===== src/rtl/bus_sched_pkg.sv =====
// Shared types and helpers for the round-robin bus scheduler.
// The destination ID always sits in the top DEST_W bits of a packet.
package bus_sched_pkg;

  typedef enum logic [1:0] {
    IDLE,
    POP,
    WAIT_PUSH
  } sched_state_t;

  localparam int DEST_W    = 8;
  localparam int MAX_PKT_W = 256;

  // Callers zero-extend their packet to MAX_PKT_W and pass its real width.
  function automatic logic [DEST_W-1:0] dest_of(input logic [MAX_PKT_W-1:0] pkt,
                                                 input int unsigned         pkt_w);
    return DEST_W'(pkt >> (pkt_w - DEST_W));
  endfunction

endpackage


===== src/rtl/rr_arbiter.sv =====
// Combinational round-robin arbiter: rotate requests so ptr lands at bit 0,
// take the lowest set bit, then rotate the index back.
module rr_arbiter #(
  parameter int num_ntrfs = 4
) (
  input  logic [num_ntrfs-1:0]         req,
  input  logic [$clog2(num_ntrfs)-1:0] ptr,
  output logic [$clog2(num_ntrfs)-1:0] gnt_idx,
  output logic                         gnt_valid
);

  localparam int IW = $clog2(num_ntrfs);
  localparam logic [IW:0] N_EXT = (IW+1)'(num_ntrfs);

  logic [2*num_ntrfs-1:0] req_dbl;
  logic [num_ntrfs-1:0]   req_rot;
  logic [IW-1:0]          enc;
  logic [IW:0]            idx_sum;

  assign req_dbl = {req, req};
  assign req_rot = num_ntrfs'(req_dbl >> ptr);

  always_comb begin
    enc = '0;
    for (int i = num_ntrfs - 1; i >= 0; i--) begin
      if (req_rot[i]) enc = IW'(i);
    end
  end

  assign idx_sum   = {1'b0, enc} + {1'b0, ptr};
  assign gnt_idx   = (idx_sum >= N_EXT) ? IW'(idx_sum - N_EXT) : IW'(idx_sum);
  assign gnt_valid = |req;

endmodule


===== src/rtl/bus_rr_scheduler.sv =====
// Round-robin sequencer for the shared router bus: grant, pop the source
// FIFO, decode the destination, then push to one or all other terminals.
module bus_rr_scheduler
  import bus_sched_pkg::*;
#(
  parameter int          num_ntrfs = 4,
  parameter int          pckg_sz   = 16,
  parameter logic [7:0]  broadcast = 8'hFF
) (
  input  logic                           clk,
  input  logic                           reset,
  input  logic [num_ntrfs-1:0]           pndng,
  input  logic [num_ntrfs*pckg_sz-1:0]   data_in,
  output logic [num_ntrfs-1:0]           pop,
  input  logic [num_ntrfs-1:0]           full,
  output logic [pckg_sz-1:0]             data_out,
  output logic [num_ntrfs-1:0]           push,
  output logic                           busy,
  output logic [15:0]                    drop_cnt
);

  localparam int IW = $clog2(num_ntrfs);
  localparam logic [DEST_W:0] NTRFS_EXT = (DEST_W+1)'(num_ntrfs);

  sched_state_t          state_reg;
  logic [IW-1:0]         rr_ptr_reg;
  logic [IW-1:0]         gnt_reg;
  logic [pckg_sz-1:0]    pkt_reg;
  logic [num_ntrfs-1:0]  mask_reg;
  logic [15:0]           drop_cnt_reg;

  logic [IW-1:0]         arb_idx;
  logic                  arb_valid;
  logic [IW-1:0]         rr_ptr_next;
  logic [pckg_sz-1:0]    head_arr [num_ntrfs];
  logic [pckg_sz-1:0]    head;
  logic [DEST_W-1:0]     dest;
  logic                  is_bcast;
  logic                  dest_valid;
  logic [num_ntrfs-1:0]  uni_mask;
  logic [num_ntrfs-1:0]  bc_mask;
  logic [num_ntrfs-1:0]  tgt_mask;
  logic                  blocked;

  rr_arbiter #(.num_ntrfs(num_ntrfs)) u_arb (
    .req       (pndng),
    .ptr       (rr_ptr_reg),
    .gnt_idx   (arb_idx),
    .gnt_valid (arb_valid)
  );

  for (genvar gi = 0; gi < num_ntrfs; gi++) begin : g_term
    assign head_arr[gi] = data_in[gi*pckg_sz +: pckg_sz];
    assign uni_mask[gi] = (dest == DEST_W'(gi));
    assign bc_mask[gi]  = (gnt_reg != IW'(gi));
    assign pop[gi]      = (state_reg == POP) && (gnt_reg == IW'(gi));
  end

  assign head       = head_arr[gnt_reg];
  assign dest       = dest_of(MAX_PKT_W'(head), pckg_sz);
  assign is_bcast   = (dest == broadcast);
  assign dest_valid = is_bcast || ({1'b0, dest} < NTRFS_EXT);
  assign tgt_mask   = is_bcast ? bc_mask : uni_mask;

  assign rr_ptr_next = (gnt_reg == IW'(num_ntrfs - 1)) ? '0 : IW'(gnt_reg + 1'b1);

  // Any full target blocks the whole push, so a broadcast is never partial.
  assign blocked  = |(mask_reg & full);
  assign push     = (state_reg == WAIT_PUSH && !blocked) ? mask_reg : '0;
  assign busy     = (state_reg != IDLE);
  assign data_out = pkt_reg;
  assign drop_cnt = drop_cnt_reg;

  always_ff @(posedge clk) begin
    if (reset) begin
      state_reg    <= IDLE;
      rr_ptr_reg   <= '0;
      gnt_reg      <= '0;
      pkt_reg      <= '0;
      mask_reg     <= '0;
      drop_cnt_reg <= '0;
    end else begin
      case (state_reg)
        IDLE: begin
          if (arb_valid) begin
            gnt_reg   <= arb_idx;
            state_reg <= POP;
          end
        end
        POP: begin
          // The FWFT head is still valid on the edge that consumes the pop.
          pkt_reg <= head;
          if (dest_valid) begin
            mask_reg  <= tgt_mask;
            state_reg <= WAIT_PUSH;
          end else begin
            if (drop_cnt_reg != 16'hFFFF) drop_cnt_reg <= drop_cnt_reg + 16'd1;
            rr_ptr_reg <= rr_ptr_next;
            state_reg  <= IDLE;
          end
        end
        WAIT_PUSH: begin
          if (!blocked) begin
            rr_ptr_reg <= rr_ptr_next;
            state_reg  <= IDLE;
          end
        end
        default: state_reg <= IDLE;
      endcase
    end
  end

endmodule


===== config.mk =====
export PLATFORM = sky130hd
export DESIGN_NAME = bus_rr_scheduler
export DESIGN_NICKNAME = d
export VERILOG_FILES = /design/src/rtl/bus_sched_pkg.sv /design/src/rtl/rr_arbiter.sv /design/src/rtl/bus_rr_scheduler.sv
export SDC_FILE = /design/constraint.sdc
export NUM_CORES = 1
export LEC_CHECK = 0
export ABC_AREA = 1
export CORE_MARGIN = 2
export CORE_UTILIZATION = 49
export CTS_BUF_LIST = sky130_fd_sc_hd__clkbuf_2 sky130_fd_sc_hd__clkbuf_4 sky130_fd_sc_hd__clkbuf_8
export DETAILED_ROUTE_END_ITERATION = 12
export PLACE_DENSITY = 0.88
export SYNTH_ARGS = -nofsm -noshare
export SYNTH_HDL_FRONTEND = slang
export SYNTH_SLANG_ARGS = --single-unit

===== constraint.sdc =====
create_clock -name clk -period 2.8 [get_ports clk]
set_clock_uncertainty 0.2 [all_clocks]
set_input_delay 0.56 -clock clk [delete_from_list [all_inputs] [get_ports clk]]
set_output_delay 0.56 -clock clk [all_outputs]
set_load 0.1 [all_outputs]

After elaboration in Yosys (flattened, before gate mapping) --
Cells that the tools add are included.
Operators by class: $add $sub $neg 4, magnitude comparators 3, eq/ne operators 16, shifts and indexed selects 1, multiplexer cells 18, bitwise gates (word level) 3, reductions and logical operators 20
Operators with widths (number):
- 16-bit binary-select mux with 2-bit select | 1
- 16-bit 2-to-1 mux | 2
- 2-bit 2-to-1 mux | 11
- 16-bit by 1-bit adder with 16-bit output (second input constant) | 1
- 8-bit by 2-bit equality test with 1-bit output (second input constant) | 2
- 16-bit != test (second input constant) | 1
- 2-bit != test (second input constant) | 5
- 8-bit by 1-bit equality test with 1-bit output (second input constant) | 1
- 8-bit equality test (second input constant) | 1
- 8-bit zero test | 1
- 8-bit by 3-bit < comparator with 1-bit output (second input constant) | 1
- 4-bit 2-to-1 mux | 2
- 4-bit OR reduction | 2
- 8-bit by 2-bit >> shifter with 4-bit output | 1
- 2-bit equality test (second input constant) | 3
- 3-bit greater-or-equal comparator (second input constant) | 2
- 2-bit one-hot mux with 3 select lines | 1
- 2-bit AND reduction | 3
- 3-bit AND reduction | 2
- 2-bit nonzero test | 3
- 1-bit logical AND | 5
- 4-bit bitwise AND | 1
- 2-bit by 1-bit equality test with 1-bit output (second input constant) | 2
- 2-bit zero test | 2
- other kinds (9) | 9
Word-level totals: register bits 42, input port bits 74, output and inout port bits 41, logic and storage cells 71

Logic depth before layout (Yosys ltp) --
depth in word-level cells 8, depth in mapped cells 15, mapped depth without buffers 14

Hierarchy --
Synthesis repeated with hierarchy kept, for this count alone.
Unflattened totals: cells, all modules 479, area total of the unflattened synthesis 3006.6 um2
Modules (own cells, without submodules):
- bus_rr_scheduler | times used 1, cells an instance 444, area each 2839.0 um2
- rr_arbiter | times used 1, cells an instance 35, area each 167.7 um2

Worst setup path before layout --
No wires, ideal clock.
kind register to output, from register gnt_reg[0], to output port pop[2], arrival 2.431 ns, required time 2.040 ns, path slack -0.391 ns, stages on the path, launching flop included 8, cell sequence dfxtp_1 -> buf_6 -> inv_4 -> buf_6 -> clkbuf_1 -> ha_1 -> inv_1 -> nor2_1
Between the ends: word-level cells in the longest chain between the ends 2
Ends and longest elaborated chain:
- start, declared | RTL line bus_rr_scheduler.sv:27 | logic [IW-1:0] gnt_reg;
- start signal, assigned | RTL line bus_rr_scheduler.sv:86 | gnt_reg <= arb_idx;
- 2-bit equality test | RTL line bus_rr_scheduler.sv:56 | assign pop[gi] = (state_reg == POP) && (gnt_reg == IW'(gi));
- 1-bit logical AND | RTL line bus_rr_scheduler.sv:56
- end, declared | RTL line bus_rr_scheduler.sv:14 | output logic [num_ntrfs-1:0] pop,
Every way passes these cells.

Final worst setup path --
from input port full[0], to output port push[3]
Between the ends: word-level cells in the longest chain between the ends 5
Ends and longest elaborated chain:
- start, declared | RTL line bus_rr_scheduler.sv:15 | input logic [num_ntrfs-1:0] full,
- 4-bit bitwise AND | RTL line bus_rr_scheduler.sv:68 | assign blocked = |(mask_reg & full);
- 4-bit OR reduction | RTL line bus_rr_scheduler.sv:68
- 1-bit zero test
- 1-bit logical AND | RTL line bus_rr_scheduler.sv:69 | assign push = (state_reg == WAIT_PUSH && !blocked) ? mask_reg : '0;
- 4-bit 2-to-1 mux | RTL line bus_rr_scheduler.sv:69
- end, declared | RTL line bus_rr_scheduler.sv:17 | output logic [num_ntrfs-1:0] push,
Every way passes these cells.

==> impl_metrics.py <==
metrics = {
    "floorplanning": {
        "die-height_um": 81.7,
        "core_area_um2": 5890,
        "boundaryPins": 115,
        "rows": 28,
        "start_util_pct": 50.3,
        "dieArea_um2": 6670,
        "die_w_um": 81.7,
    },
    "drt": {
        "drtIter0Drc": 147,
        "first_pass_iters": 5,
        "drc": 0,
        "dr_total_vias": 3467,
        "drt-total-wl_um": 8630,
        "post_drt_wl_per_cell_um": 13.0,
        "antenna_left": 0,
        "routed_via_density": 5.21,
    },
    "power": {
        "power.total_mw": 1.98,
        "p_leak_nw": 1.91,
        "vdd_drop_max_uv": 266,
        "powerDensity_nw_per_um2": 472,
    },
    "placement": {
        "place_area_um2": 4100,
        "place_hpwl_um": 6650,
        "dpl_worst_slack_ns": 0.0794,
        "gp_congestion": 0.911,
        "io_buffers": 114,
    },
    "timing": {
        "min_period_ns": 2.72,
        "setup_ws_ns": 0.0835,
        "slew_headroom_pct": 64.6,
        "fmaxAchievable_mhz": 368,
        "drv_slew": 0,
        "finalSetupViolCount": 0,
        "tightest_slew_ns": 0.531,
        "fin_crit_sh_pct": 97.0,
        "rsz0062_at_grt": "yes",
        "hold_slack_ns": 0.309,
        "hold_viol_final": 0,
    },
    "logic_synthesis": {
        "synth_seq_cells": 42,
        "yosysSeqAreaShare_pct": 28.4,
        "synth.most_common_cell": "nand2_1",
        "synth_area_um2": 2960,
        "synth_top_area_share_pct": 28.4,
        "synth_edf_count": 0,
        "synthTopCellsByArea": "dfxtp_1 28%, nand2_1 16%, nor2_1 8.9%",
        "syn_inst": 487,
        "syn_area_per_cell_um2": 6.07,
        "synth_top_area_cell": "dfxtp_1",
        "synthFlopType": "dfxtp_1",
        "ys_top_cells_by_count": "128 x nand2_1, 70 x nor2_1, 56 x inv_1, 49 x o21ai_0, 42 x dfxtp_1",
        "synth_cell_type_count": 31,
        "ys_warn_count": 0,
        "syn_nets": 567,
        "synthArstFlopShare_pct": 0,
    },
    "critical_path": {
        "arrival_ns": 1.96,
        "timing.rr.start": "gnt_reg[0]",
        "setup.worst_path.start": "full[0]",
        "crit_type": "in -> out",
        "required_ns": 2.04,
        "crit_path_end_kind": "output port",
        "critPathLaunchType": "primary input",
        "worst-path-max-fanout": 5,
    },
    "final_layout": {
        "syn2layout_area_growth_pct": 41.8,
        "postLayoutCoreUtil_pct": 71.2,
        "fin_nets": 670,
        "design_area_um2": 4190,
        "n_antenna_cell": 0,
        "drive_gt1_share_pct": 12.9,
    },
    "clock_network": {
        "cts_made_buffers": 5,
        "cts_root_buf": "clkbuf_8",
        "post_cts.repair.setup_buffers": 0,
        "cts_hold_buf": 0,
        "post_cts_resized": 0,
        "cts_buffer_depth": 2,
        "cts_tree": "done",
        "path_clk_slew_ns": 0.09,
        "cts_sinks": 42,
        "cts_max_level": 2,
        "clk_latency_ns": 0.31,
    },
    "status": {
        "outcome": "complete, no violations",
    },
    "worst_hold_path": {
        "hold_class": "reg -> reg",
        "hold_start": "mask_reg[0]",
    },
    "grt": {
        "antenna_found_initial": 0,
        "grt_usage_pct": 26.6,
        "overflow": 0,
        "grt_pass1_vias": 3258,
        "grt_pass1_wl_um": 13800,
        "grt_max_degree": 36,
    },
    "flow_run": {
        "max_cap_viol_count": 0,
    },
}
-- final cells by class --
type	instances	area [um2]
clock buffers	5	68.8
clock inverters	3	21.3
fillers	503	1690
inverters	59	224
multi-input cells	363	1770
flip-flops and latches	42	841
well taps	75	93.8
repair buffers	119	1180
-- per-layer routing --
metal  share of wire, %  up-vias  global-route usage, %
met4                3.7        0                   11.0
met2                 50      135                   49.4
met3                6.2       23                   5.27
li1                   -     1751                      -
met5                  0        -                      0
met1                 40     1558                   29.2
-- per-stage QoR --
step	cells	TNS (ns)
detailed placement	658	0
floorplan	487	-1.40
CTS	666	0
global route	666	-0.0212
global placement	658	0
finish	666	0
-- where the power goes --
part           internal (mW)  total [mW]  leakage [nW]  switching [mW]
registers              0.636       0.669         0.343          0.0324
clock network          0.175       0.404        0.0441           0.229
logic                  0.290       0.906          1.52           0.616
total                   1.10        1.98          1.91           0.877
-- worst paths after layout --
kind | endpoint | depth (start not counted) | slack, ns
setup / recovery | push[3] | 6 | 0.08
hold / removal | mask_reg[0] | 2 | 0.31
setup reg to reg | drop_cnt[0] | 13 | 0.42
hold reg to reg | mask_reg[0] | 2 | 0.31
-- worst max-delay path, stage by stage --
cell and delay [ns]:
clkdlybuf4s50_1 0.40, a22o_1 0.23, nor2_1 0.12, nand3_1 0.18, nor2_1 0.25, buf_12 0.21
-- layout by cell type (no fill, tap or decap), drive strengths merged --
cell           count
nand4              5
o22ai              8
xor2               6
inv               59
a22o               2
buf               46
nand3             31
nor3               5
and2               1
clkinv             2
dfxtp             42
nand2            137
nand3b             1
a21boi             1
clkinvlp           1
clkdlybuf4s50     73
o21ai             49
a21oi             28
nor2              73
clkbuf             5
nor4               3
xnor2              7
ha                 6
-- cells by family (layout without fill, tap and decap cells) --
kind of cell               count (synthesis)  count (layout)  share of synthesized area, %
AOI/OAI and AO/OA                         88              88                          15.7
xor gates and xnor gates                  13              13                          3.85
adders and majority gates                  6               6                          2.54
buffers and inverters                     82             186                          12.1
DFF                                       42              42                          28.4
and+or+nand+nor                          256             256                          37.4
(Power assumes the default switching activity.)
